==> src/rtl/uart_rx_fifo.sv <==
// -----------------------------------------------------------------------------
// uart_rx_fifo
//
// Asynchronous serial receiver with a small first-word-fall-through receive
// queue. Each bit is oversampled on a programmable tick and decided by a
// 3-sample majority vote around the bit centre. Framing and parity are checked
// and the result flags travel with each word through the queue. A word that
// completes while the queue is full is dropped and raises a sticky overrun.
//
// Parameters
//   data_bits   payload bits per frame (5..9)
//   oversample  sample ticks per bit (even, >= 4)
//   div_bits    width of baud_div
//   parity_mode 0 = none, 1 = even, 2 = odd
//   stop_bits   1 or 2
//   fifo_depth  queue entries (power of 2, >= 2)
//
// Ports
//   sysclk      system clock, rising edge
//   rst         synchronous active-high reset
//   rxd         asynchronous serial input, idle high
//   baud_div    tick period is baud_div+1 sysclk cycles (change only while idle)
//   rd_en       pop the queue head (ignored when empty)
//   clr_err     clear the sticky overrun flag
//   RDR         head data (0 when empty)
//   rxd_readyH  queue non-empty
//   parity_err  parity error flag of the head entry
//   frame_err   stop-bit error flag of the head entry
//   overrun     sticky: a completed word was dropped on a full queue
//   fifo_count  number of queued entries
// -----------------------------------------------------------------------------
module uart_rx_fifo #(
   parameter int unsigned data_bits   = 8,
   parameter int unsigned oversample  = 16,
   parameter int unsigned div_bits    = 16,
   parameter int unsigned parity_mode = 0,
   parameter int unsigned stop_bits   = 1,
   parameter int unsigned fifo_depth  = 4
) (
   input  logic                          sysclk,
   input  logic                          rst,
   input  logic                          rxd,
   input  logic [div_bits-1:0]           baud_div,
   input  logic                          rd_en,
   input  logic                          clr_err,
   output logic [data_bits-1:0]          RDR,
   output logic                          rxd_readyH,
   output logic                          parity_err,
   output logic                          frame_err,
   output logic                          overrun,
   output logic [$clog2(fifo_depth):0]   fifo_count
);

   // --------------------------------------------------------------------------
   // Derived constants
   // --------------------------------------------------------------------------
   localparam int unsigned SW = $clog2(oversample);
   localparam int unsigned BW = $clog2(data_bits);
   localparam int unsigned AW = $clog2(fifo_depth);
   localparam int unsigned CW = AW + 1;
   localparam int unsigned EW = data_bits + 2;

   // Sampling ticks around the bit centre; the last one is the decision point.
   localparam logic [SW-1:0] SMP_A    = SW'(oversample / 2 - 1);
   localparam logic [SW-1:0] SMP_B    = SW'(oversample / 2);
   localparam logic [SW-1:0] SMP_C    = SW'(oversample / 2 + 1);
   localparam logic [SW-1:0] SMP_LAST = SW'(oversample - 1);

   localparam logic [BW-1:0] BIT_LAST  = BW'(data_bits - 1);
   localparam logic          STOP_LAST = (stop_bits == 2);
   localparam logic          PAR_EN    = (parity_mode != 0);
   localparam logic          PAR_ODD   = (parity_mode == 2);
   localparam logic [CW-1:0] CNT_FULL  = CW'(fifo_depth);

   typedef enum logic [2:0] {
      S_IDLE,
      S_START,
      S_DATA,
      S_PARITY,
      S_STOP
   } state_t;

   // --------------------------------------------------------------------------
   // Input synchroniser and falling-edge detect
   // --------------------------------------------------------------------------
   logic rxd_s1_q;
   logic rxd_s2_q;
   logic rxd_prev_q;
   logic start_edge;

   state_t state_q;

   // NOTE: clocked state is always written with <= so every flop samples the
   // pre-edge value of its neighbours, regardless of statement order.
   always_ff @(posedge sysclk) begin
      if (rst) begin
         rxd_s1_q   <= 1'b1;
         rxd_s2_q   <= 1'b1;
         rxd_prev_q <= 1'b1;
      end else begin
         rxd_s1_q   <= rxd;
         rxd_s2_q   <= rxd_s1_q;
         rxd_prev_q <= rxd_s2_q;
      end
   end

   // Only a 1->0 transition seen while idle starts a frame.
   assign start_edge = (state_q == S_IDLE) && rxd_prev_q && !rxd_s2_q;

   // --------------------------------------------------------------------------
   // Tick generator and per-bit sample counter
   // --------------------------------------------------------------------------
   logic [div_bits-1:0] tick_cnt_q, tick_cnt_d;
   logic                tick;
   logic [SW-1:0]       samp_q, samp_d;

   // NOTE: every variable assigned in always_comb receives a default first so
   // no path leaves it holding a value, which would infer a latch.
   always_comb begin
      tick       = (tick_cnt_q == '0);
      tick_cnt_d = tick_cnt_q - div_bits'(1);
      // Reloading on the start edge aligns the sample grid to the start bit.
      if (start_edge || tick) begin
         tick_cnt_d = baud_div;
      end

      samp_d = samp_q;
      if (start_edge) begin
         samp_d = '0;
      end else if (tick && (state_q != S_IDLE)) begin
         samp_d = (samp_q == SMP_LAST) ? '0 : samp_q + SW'(1);
      end
   end

   always_ff @(posedge sysclk) begin
      if (rst) begin
         tick_cnt_q <= '0;
         samp_q     <= '0;
      end else begin
         tick_cnt_q <= tick_cnt_d;
         samp_q     <= samp_d;
      end
   end

   // --------------------------------------------------------------------------
   // Majority vote: two stored samples plus the live one at the decision tick
   // --------------------------------------------------------------------------
   logic smp_a_q;
   logic smp_b_q;
   logic decide;
   logic maj;

   always_ff @(posedge sysclk) begin
      if (rst) begin
         smp_a_q <= 1'b1;
         smp_b_q <= 1'b1;
      end else if (tick && (state_q != S_IDLE)) begin
         if (samp_q == SMP_A) smp_a_q <= rxd_s2_q;
         if (samp_q == SMP_B) smp_b_q <= rxd_s2_q;
      end
   end

   assign decide = tick && (state_q != S_IDLE) && (samp_q == SMP_C);
   assign maj    = (smp_a_q & smp_b_q) | (smp_a_q & rxd_s2_q) | (smp_b_q & rxd_s2_q);

   // --------------------------------------------------------------------------
   // Frame FSM
   // --------------------------------------------------------------------------
   logic [BW-1:0]        bit_cnt_q;
   logic                 stop_cnt_q;
   logic [data_bits-1:0] data_q;
   logic                 pe_q;
   logic                 fe_q;
   logic                 push_q;

   always_ff @(posedge sysclk) begin
      if (rst) begin
         state_q    <= S_IDLE;
         bit_cnt_q  <= '0;
         stop_cnt_q <= 1'b0;
         data_q     <= '0;
         pe_q       <= 1'b0;
         fe_q       <= 1'b0;
         push_q     <= 1'b0;
      end else begin
         push_q <= 1'b0;
         unique case (state_q)
            S_IDLE: begin
               if (start_edge) begin
                  state_q <= S_START;
                  pe_q    <= 1'b0;
                  fe_q    <= 1'b0;
               end
            end

            S_START: begin
               if (decide) begin
                  // A start bit that votes high was noise; resume hunting.
                  if (maj) begin
                     state_q <= S_IDLE;
                  end else begin
                     state_q   <= S_DATA;
                     bit_cnt_q <= '0;
                  end
               end
            end

            S_DATA: begin
               if (decide) begin
                  data_q <= {maj, data_q[data_bits-1:1]};
                  if (bit_cnt_q == BIT_LAST) begin
                     state_q    <= PAR_EN ? S_PARITY : S_STOP;
                     stop_cnt_q <= 1'b0;
                  end else begin
                     bit_cnt_q <= bit_cnt_q + BW'(1);
                  end
               end
            end

            S_PARITY: begin
               if (decide) begin
                  // XOR over data and parity bit is 0 for good even parity,
                  // 1 for good odd parity.
                  pe_q    <= (^data_q) ^ maj ^ PAR_ODD;
                  state_q <= S_STOP;
               end
            end

            S_STOP: begin
               if (decide) begin
                  if (!maj) fe_q <= 1'b1;
                  if (stop_cnt_q == STOP_LAST) begin
                     push_q  <= 1'b1;
                     state_q <= S_IDLE;
                  end else begin
                     stop_cnt_q <= 1'b1;
                  end
               end
            end

            default: state_q <= S_IDLE;
         endcase
      end
   end

   // --------------------------------------------------------------------------
   // Receive queue: {fe, pe, data} per entry, head visible combinationally
   // --------------------------------------------------------------------------
   logic [EW-1:0] mem_q [fifo_depth];
   logic [AW-1:0] wr_ptr_q, wr_ptr_d;
   logic [AW-1:0] rd_ptr_q, rd_ptr_d;
   logic [CW-1:0] count_q, count_d;
   logic          overrun_q, overrun_d;
   logic          empty;
   logic          full;
   logic          pop;
   logic          wr;
   logic [EW-1:0] head;

   always_comb begin
      empty = (count_q == '0);
      full  = (count_q == CNT_FULL);
      pop   = rd_en && !empty;
      // A pop in the same cycle frees the slot a full queue needs.
      wr    = push_q && (!full || pop);

      wr_ptr_d = wr  ? wr_ptr_q + AW'(1) : wr_ptr_q;
      rd_ptr_d = pop ? rd_ptr_q + AW'(1) : rd_ptr_q;

      count_d = count_q;
      if (wr && !pop) begin
         count_d = count_q + CW'(1);
      end else if (!wr && pop) begin
         count_d = count_q - CW'(1);
      end

      // Setting wins over clearing so a drop is never lost.
      overrun_d = overrun_q;
      if (push_q && !wr) begin
         overrun_d = 1'b1;
      end else if (clr_err) begin
         overrun_d = 1'b0;
      end
   end

   always_ff @(posedge sysclk) begin
      if (rst) begin
         wr_ptr_q  <= '0;
         rd_ptr_q  <= '0;
         count_q   <= '0;
         overrun_q <= 1'b0;
      end else begin
         wr_ptr_q  <= wr_ptr_d;
         rd_ptr_q  <= rd_ptr_d;
         count_q   <= count_d;
         overrun_q <= overrun_d;
      end
   end

   // NOTE: the storage array has no reset; stale contents are never visible
   // because the outputs are forced to 0 while the queue is empty.
   always_ff @(posedge sysclk) begin
      if (wr) begin
         mem_q[wr_ptr_q] <= {fe_q, pe_q, data_q};
      end
   end

   assign head = mem_q[rd_ptr_q];

   always_comb begin
      RDR        = '0;
      parity_err = 1'b0;
      frame_err  = 1'b0;
      if (!empty) begin
         RDR        = head[data_bits-1:0];
         parity_err = head[data_bits];
         frame_err  = head[data_bits+1];
      end
   end

   assign rxd_readyH = !empty;
   assign overrun    = overrun_q;
   assign fifo_count = count_q;

endmodule

==> config.mk <==
export PLATFORM = sky130hd
export DESIGN_NAME = uart_rx_fifo
export DESIGN_NICKNAME = d
export VERILOG_FILES = /design/src/rtl/uart_rx_fifo.sv
export SDC_FILE = /design/constraint.sdc
export NUM_CORES = 1
export LEC_CHECK = 0
export CELL_PAD_IN_SITES_DETAIL_PLACEMENT = 0
export CELL_PAD_IN_SITES_GLOBAL_PLACEMENT = 1
export CORE_AREA = 8 8 100 102
export DETAILED_ROUTE_END_ITERATION = 7
export DIE_AREA = 0 0 108 110
export GPL_TIMING_DRIVEN = 0
export PLACE_DENSITY = 0.8
export SETUP_SLACK_MARGIN = 0.4
export SYNTH_ARGS = -nofsm -noshare
export SYNTH_HDL_FRONTEND = slang
export SYNTH_SLANG_ARGS = --single-unit
==> constraint.sdc <==
create_clock -name sysclk -period 6.2 [get_ports sysclk]
set_input_delay 0.62 -clock sysclk [delete_from_list [all_inputs] [get_ports sysclk]]
set_output_delay 0.62 -clock sysclk [all_outputs]
set_load 0.005 [all_outputs]
; ---- Yosys cells after proc, flatten, opt, wreduce, memory -nomap -nowiden
; Memory sizes are Yosys's and may differ from the RTL's. A register that Yosys moved wholly into a read port is not among the register bits.
; Cells that the tools add are included.
[word_totals]
ff_bits = 51
latch_bits = 0
mem_bits_rw = 40
mem_bits_ro = 0
in_bits = 21
word_cells = 130
memories = 1
[mem_list]
columns = memory, words, word_bits, rd, rd_ports_with_merged_regs, wr, line
row1 = mem_q, 4, 10, 1, 1, 1, 249  ; logic [EW-1:0] mem_q [fifo_depth];
[classes]
n_addsub = 7
mul = 0
div_mod_pow = 0
magnitude_cmp = 0
eq_ne = 20
shifts = 0
n_mux = 39
n_bitwise = 8
n_reduce_logical = 37
[ops]
columns = op, count
row1 = $mux W3, 13
row2 = $ne A2 B2 Y1 const B, 10
row3 = $logic_not A16 Y1, 1
row4 = $mux W16, 1
row5 = $sub A16 B1 Y16 const B, 1
row6 = $mux W1, 15
row7 = $pmux W3 S5, 1
row8 = $eq A4 B4 Y1 const B, 3
row9 = $reduce_bool A2 Y1, 6
row10 = $eq A3 B3 Y1 const B, 3
row11 = $logic_and A1 B1 Y1, 9
row12 = $mux W8, 1
row13 = $reduce_and A4 Y1, 2
row14 = $reduce_xor A8 Y1, 1
row15 = $reduce_and A7 Y1, 1
row16 = $add A3 B1 Y3 const B, 2
row17 = $eq A3 B2 Y1 const B, 2
row18 = $logic_not A3 Y1, 2
row19 = $mux W2, 3
row20 = $pmux W1 S2, 3
row21 = $pmux W3 S2, 1
row22 = $reduce_and A2 Y1, 3
row23 = $logic_not A1 Y1, 5
row24 = $reduce_and A5 Y1, 1
row25 = other kinds (15), 21

; ---- Longest topological paths before layout
; Gate-level depths: netlist of the first run.
[logic_depth]
depth_word = 9
ltp_mapped = 9
ltp_nobuf = 8

; ---- Worst setup path after synthesis of the first run
; OpenSTA, ideal clock, no wires.
[synth_timing]
kind = in2reg
from = input rd_en
to = register count_q[2] (netlist: fifo_count[2])
setup_time_ns = 0.071
arrival_time_ns = 2.173
required_ns = 6.129
setup_slack_ns = 3.956
stages = 9
cell_sequence = nor4b_1 -> nor2b_1 -> clkbuf_1 -> ha_1 -> inv_1 -> fa_1 -> xor2_1 -> or3_1 -> a21oi_1
[synth_via]
elab_chain_len = 6
elab_cells_between_ends = 9
cone_classes = mux: 1 / reduce/logical: 8
[synth_rtl]
columns = item, line
row1 = start: declaration, 44  ; input logic rd_en,
row2 = $logic_and A1 B1 Y1 (*), 263  ; pop = rd_en && !empty;
row3 = $logic_or A1 B1 Y1 (*), 265  ; wr = push_q && (!full || pop);
row4 = $logic_and A1 B1 Y1 (*), 265
row5 = named net wr, 257  ; logic wr;
row6 = $logic_not A1 Y1, 273  ; end else if (!wr && pop) begin
row7 = $logic_and A1 B1 Y1, 273
row8 = $reduce_bool A2 Y1 (no line), -
row9 = end signal: assignment, 295  ; count_q <= count_d;
row10 = end: declaration, 252  ; logic [CW-1:0] count_q, count_d;
; Mark *: on every way through the listed nets, which the timed path passes. The rest lies on a longest branch.
; A chain may end at the register's enable or synchronous reset.

==> run_results.csv, run 1 <==
group,metric,value,unit
sta,slew_violations,0,
min_path,hold_class,"register to register",
yosys,synth_compound_area_share,6.367,%
yosys,synth.most_common_cell,"dfxtp_1",
yosys,synth_fa_ha_area_share,4.429,%
floorplan,io_pins,36,
min_path,hold_path_depth,1,
setup_path,rrSetupSlack,3790,ps
finish,drive_above_1_share,8.250,%
global_routing,use_met1,16.68,%
yosys,synth_fp_nets,383,
power_and_ir_drop,p_per_area,369.3,mW/mm^2
yosys,synthXorXnorAreaFrac,5.814,%
cts,cts_buffers,9,
yosys,syn_avg_cell_area,11.66,sq um
global_routing,antenna_found_initial,0,
setup_path,crit_arrival,2540,ps
setup_path,worstPathBufferInverterCount,2,
setup_path,critPathLaunchType,"register",
yosys,synth_top_area_share,29.53,%
cts,htree_levels,3,
yosys,yosys.area_share.simple,15.78,%
yosys,synth_top_cells_by_count,"dfxtp_1, nor2_1, edfxtp_1, mux2i_1",
cts,clk_pin_slew_worst_paths,100,ps
global_routing,grt_overflow,0,
sta,setup_ws,3042,ps
setup_path,crit_type,"register to output pin",
setup_path,cp_top_family,"buffers and inverters",
yosys,synth_top_family_by_area,"simple AND/OR/NAND/NOR gates",
placed_design,post-place-ws,3240,ps
setup_path,max_stage_delay,650,ps
status,outcome,"completed",
setup_path,crit_chain,"clkbuf_1 > mux4_2 > and2_1 > clkdlybuf4s50_1",
run,maxCapViolCount,0,
placed_design,place_congestion,0.8227,
sta,tightest_slew,866.5,ps
global_routing,grt_pass1_wl,12.12,mm
yosys,ys_top_cells_by_area,"edfxtp_1, dfxtp_1, mux4_2, nor2_1, mux2i_1",
detailed_routing,totalWireLength,7.389,mm
setup_path,crit_path_max_fanout,10,
finish,antenna_cells,0,
global_routing,busiest_layer,"met2",
cts,cts.sinks,92,
cts,postCtsSetupBuffers,0,
sta,fmax,316.7,MHz
placed_design,io_buffers,35,
floorplan,core_area,0.008466,sq mm
yosys,synth_edf_count,40,
yosys,ys_ff_latch,92,
global_routing,grt_max_degree,17,
yosys,ys_seq_area_share,55.12,%
yosys,syn_area,0.004068,sq mm
detailed_routing,vias,2627,
yosys,async_flop_share,0,%
global_routing,track_usage,13.15,%
sta,final-setup-viol-count,0,
yosys,yosysUniqueCellTypes,46,
detailed_routing,postRouteAntennaNets,0,
floorplan,std_cell_rows,34,
power_and_ir_drop,p_leak,1.766,nW
finish,syn_to_final_growth,17.23,%
sta,period_share,50.93,%
detailed_routing,wire_per_inst,14.55,um
setup_path,reg2reg_depth,6,
cts,clock_latency,350,ps
setup_path,reg2reg_to,"data_q[4]$_SDFFE_PP0P_",
setup_path,worst_path_max_delay_cell,"clkbuf_1",
yosys,yosys.area.top_type,"edfxtp_1",
placed_design,place_hpwl,5.232,mm
floorplan,dieHeight,110,um
setup_path,required,5580,ps
min_path,worstHoldStart,"rxd_s1_q$_SDFF_PP1_",
floorplan,die_area,0.01188,sq mm
detailed_routing,detail_route.iter0.violations,103,
global_routing,grt_pass1_vias,2503,
sta,rsz0062_at_grt,"no",
floorplan,die_w,108,um
yosys,ys_warn_count,0,
sta,fin_tns_setup,0,ps
min_path,whs_endpoint,"rxd_s2_q$_SDFF_PP1_",
cts,ctsHoldBuffers,0,
cts,cts_resized,0,
sta,fin_crit,3158,ps
sta,fin_skew,12.89,ps
yosys,syn_inst,349,
power_and_ir_drop,peakVddDrop,197.2,uV
cts,cts_buffer_depth,2,
sta,max-slew-margin-rel,42.24,%
detailed_routing,first_pass_iters,4,
cts,ctsRootBufferMaster,"clkbuf_8",
yosys,muxShareOfSynthArea,9.966,%
detailed_routing,drc,0,
detailed_routing,via_per_inst,5.171,
global_routing,grt_use_met2,21.23,%
cts,cts_tree,"yes",
setup_path,cp-end-kind,"output pin",
finish,nets,429,
global_routing,grtUsageMet3,2.791,%
floorplan,start_util,48.05,%
sta,hold_viol_final,0,
setup_path,timing.rr.start,"tick_cnt_q[4]$_SDFF_PP0_",
yosys,synth_ff_type,"dfxtp_1",
==> worst max-delay path by stage <==
stage	depth (start not counted)	end	slack, ps	start
after global routing	4	RDR[7]	2840	register
final	4	parity_err	3040	register
after CTS	4	RDR[7]	2950	register
after detailed placement	10	fifo_count[2]$_SDFFE_PP0P_	3240	rd_en
after floorplan	9	fifo_count[2]$_SDFFE_PP0P_	3960	rd_en
after global placement	10	fifo_count[2]$_SDFFE_PP0P_	3250	rd_en
==> placed cells by master (no fill, tap or decap), drive strengths merged, types with 7 or more instances in the layout <==
cell / n
a211oi: 15
and2: 15
clkbuf: 21
clkdlybuf4s50: 35
dfxtp: 52
edfxtp: 40
ha: 12
inv: 14
mux2i: 18
mux4: 10
nand2: 14
nand2b: 7
nand3: 7
nor2: 49
nor3: 9
xnor2: 14
xor2: 13
==> power by group <==
part	leakage, nW	internal (W)	switching [W]
sequential	0.802	0.000692	0.0000593
combinational	0.854	0.000302	0.000277
clock	0.110	0.000216	0.000214
total	1.77	0.00121	0.000551
==> cell type report <==
cell class,instances,area [sq um]
fill,744,3697
sequential,92,2242
multi-input combinational,232,1723
timing repair buffer,35,350.3
clock buffer,11,152.6
tap,108,135.1
buffer,15,65.06
clock inverter,5,62.56
inverter,10,37.54
==> kinds of logic (layout without fill, tap and decap cells) <==
| kind of cell | count (synthesis) | count (layout) |
|---|---|---|
| muxes | 28 | 28 |
| buffers and inverters | 25 | 76 |
| adders and majority gates | 14 | 14 |
| xor gates and xnor gates | 27 | 27 |
| and+or+nand+nor | 127 | 127 |
| DFF | 92 | 92 |
| AOI/OAI and AO/OA | 36 | 36 |
==> per-stage QoR <==
step	area (sq um)	utilization [%]	std cells	hold slack, ps	total power [W]
CTS	4768	56.33	508	419.5	0.001782
global placement	4553	53.78	492	393.6	0.001348
detailed placement	4553	53.78	492	398.3	0.001351
finish	4768	56.33	508	415.7	0.001761
global route	4768	56.33	508	438.6	0.001864
floorplan	4068	-	349	389.5	0.001134
==> metal layers <==
metal  vias up  share of wire (%)  wire length, um
li1       1336                  -                -
met1      1245                 47             3489
met2        37                 48             3538
met5         -                  0                0
met4         0                1.4              106
met3         9                3.4              254
==> flip-flops by register name, summed over array words and instances, names as in the netlist, named ones only <==
signal / flops
data_q: 8
rd_ptr_q: 2
state_q: 3
samp_q: 4
bit_cnt_q: 3
pe_q: 1
tick_cnt_q: 16
smp_a_q: 1
push_q: 1
mem_q: 40
rxd_s2_q: 1
wr_ptr_q: 2
smp_b_q: 1
fifo_count: 3
overrun: 1
rxd_s1_q: 1
fe_q: 1
rxd_prev_q: 1
(Power assumes the default switching activity.)
==> run 2, diff against run 1 <==
--- a/config.mk
+++ b/config.mk
@@ -7,11 +7,11 @@
 export LEC_CHECK = 0
 export CELL_PAD_IN_SITES_DETAIL_PLACEMENT = 0
 export CELL_PAD_IN_SITES_GLOBAL_PLACEMENT = 1
-export CORE_AREA = 8 8 100 102
+export CORE_AREA = 8 8 104 106
 export DETAILED_ROUTE_END_ITERATION = 7
-export DIE_AREA = 0 0 108 110
+export DIE_AREA = 0 0 112 114
 export GPL_TIMING_DRIVEN = 0
-export PLACE_DENSITY = 0.8
+export PLACE_DENSITY = 0.74
 export SETUP_SLACK_MARGIN = 0.4
 export SYNTH_ARGS = -nofsm -noshare
 export SYNTH_HDL_FRONTEND = slang
==> constraint.sdc (replaced) <==
create_clock -name sysclk -period 3.2 [get_ports sysclk]
set_input_delay 0.32 -clock sysclk [delete_from_list [all_inputs] [get_ports sysclk]]
set_output_delay 0.32 -clock sysclk [all_outputs]
set_load 0.005 [all_outputs]
==> run 2 against run 1 <==
Compared with the run above: cell count up 0.59%; first-iteration DRC count shrank 19%; design area decreased by 0.34%.
==> run_results.csv, run 2 (same netlist as run 1, synthesis figures left out) <==
group,metric,value,unit
status,outcome,"completed",
sta,hold_viol_final,0,
finish,largest_register_ff_count,40,
cts,clk_pin_slew_worst_paths,100,ps
floorplan,start_util,44.66,%
floorplan,die_area,0.01277,sq mm
cts,cts_buffer_depth,2,
detailed_routing,postRouteAntennaNets,0,
placed_design,place_congestion,0.7803,
placed_design,post-place-ws,519.9,ps
setup_path,reg2reg_to,"tick_cnt_q[6]$_SDFF_PP0_",
placed_design,dp_cells,495,
sta,setup_ws,694.7,ps
floorplan,die_w,112,um
sta,fin_tns_setup,0,ps
sta,period_share,78.29,%
cts,htree_levels,3,
placed_design,io_buffers,35,
finish,finalNonFillerCells,511,
finish,reg_top3,"mem_q: 40 flops, tick_cnt_q: 16 flops, data_q: 8 flops",
placed_design,place_hpwl,5.344,mm
setup_path,crit_type,"register to output pin",
global_routing,track_usage,12.55,%
finish,nets,429,
setup_path,timing.rr.start,"tick_cnt_q[13]$_SDFF_PP0_",
sta,fmax,399.1,MHz
global_routing,grt_pass1_wl,12.75,mm
floorplan,core_area,0.009109,sq mm
finish,fillers,845,
detailed_routing,first_pass_iters,4,
global_routing,antenna_found_initial,0,
detailed_routing,via_per_inst,5.141,
detailed_routing,vias,2627,
sta,max-slew-margin-rel,55.67,%
setup_path,required,2880,ps
min_path,hold_path_depth,1,
cts,cts_buffers,9,
setup_path,reg2reg_depth,7,
setup_path,rrSetupSlack,860,ps
min_path,whs_endpoint,"rxd_s2_q$_SDFF_PP1_",
global_routing,grt_max_degree,18,
cts,ctsRootBufferMaster,"clkbuf_8",
global_routing,grt_pass1_vias,2656,
sta,tightest_slew,658.9,ps
floorplan,io_pins,36,
global_routing,grt_overflow,0,
finish,layout_commonest_cell,"dfxtp_1",
setup_path,crit_arrival,2190,ps
setup_path,crit_path_max_fanout,10,
min_path,worstHoldStart,"rxd_s1_q$_SDFF_PP1_",
run,maxCapViolCount,0,
cts,ctsHoldBuffers,0,
finish,largest-register,"mem_q",
sta,fin_crit,2505,ps
power_and_ir_drop,p_per_area,704.3,mW/mm^2
power_and_ir_drop,p_leak,1.759,nW
finish,drive_above_1_share,8.500,%
sta,rsz0062_at_grt,"no",
setup_path,critPathLaunchType,"register",
power_and_ir_drop,total_power,0.003347,W
cts,cts.sinks,92,
sta,whs,414.5,ps
power_and_ir_drop,peakVddDrop,370.7,uV
detailed_routing,totalWireLength,7.628,mm
min_path,hold_class,"register to register",
finish,antenna_cells,0,
sta,final-setup-viol-count,0,
setup_path,cp-end-kind,"output pin",
cts,clock_latency,350,ps
detailed_routing,drc,0,
floorplan,dieHeight,114,um
cts,cts_tree,"yes",
finish,syn_to_final_growth,16.83,%
detailed_routing,wire_per_inst,14.93,um
floorplan,std_cell_rows,35,
finish,layout_common_cells,"dfxtp_1, nor2_1, edfxtp_1, clkdlybuf4s50_1, mux2i_1",
sta,fin_skew,13.77,ps
detailed_routing,detail_route.iter0.violations,83,
sta,slew_violations,0,
[run 2: cell types whose count changed in the layout (fill, tap and decap cells not counted)]
cell / change
clkbuf_2: +1
bufinv_16: -1
inv_6: -1
clkbuf_1: -1
clkinv_4: +2
[run 2: metrics by stage]
step	cell area [sq um]	utilization, %
after floorplan	4068	-
after global placement	4557	50.03
after detailed placement	4557	50.03
after CTS	4752	52.17
after global routing	4752	52.17
final	4752	52.17
[run 2: area by class of cell]
| class | instances | area [sq um] | share of cell area, % |
|---|---|---|---|
| clock inverter | 5 | 41.29 | 0.8689 |
| sequential | 92 | 2242 | 47.18 |
| clock buffer | 11 | 152.6 | 3.212 |
| inverter | 10 | 37.54 | 0.7899 |
| multi-input combinational | 232 | 1723 | 36.26 |
| tap | 111 | 138.9 | 2.923 |
| buffer | 15 | 66.31 | 1.395 |
| timing repair buffer | 35 | 350.3 | 7.372 |
[run 2: how the worst max path moves through the flow]
stage | startpoint | to | slack [ps] | cells after the start
2_1_floorplan | tick_cnt_q[13]$_SDFF_PP0_ | data_q[1]$_SDFFE_PP0P_ | 980 | 7
3_3_place_gp | rd_en | fifo_count[2]$_SDFFE_PP0P_ | 560 | 10
3_5_place_dp | rd_en | fifo_count[2]$_SDFFE_PP0P_ | 520 | 10
4_1_cts | register | RDR[6] | 640 | 4
5_1_grt | register | RDR[6] | 540 | 4
6_report | register | frame_err | 690 | 4
[run 2: repair_timing]
item                                   in CTS  in global routing
buffers inserted                            0                  0
gates resized for setup                     1                  0
setup endpoints to repair                  10                  0
endpoints found under the hold margin       0                  0
[run 2: layer usage]
| metal | wire, um | vias up | track usage (%) | part of all wire, % |
|---|---|---|---|---|
| met4 | 66 | 0 | 4.586 | 0.87 |
| li1 | - | 1331 | - | - |
| met5 | 0 | - | 0 | 0 |
| met3 | 314 | 6 | 2.694 | 4.1 |
| met1 | 3535 | 1243 | 14.89 | 46 |
| met2 | 3710 | 47 | 21.97 | 49 |
[run 2: where the power goes]
group / internal [W] / switching, W / total (W) / leakage [nW]
Clock: 0.000340 / 0.000425 / 0.000765 / 0.100
Sequential: 0.00134 / 0.000117 / 0.00146 / 0.802
Combinational: 0.000585 / 0.000539 / 0.00112 / 0.858
Total: 0.00227 / 0.00108 / 0.00335 / 1.76
[run 2: critical path: stages, from the launching register on]
cell and delay (ps):
dfxtp_1 320, clkbuf_2 350, mux4_2 570, and2_1 170, clkdlybuf4s50_1 440
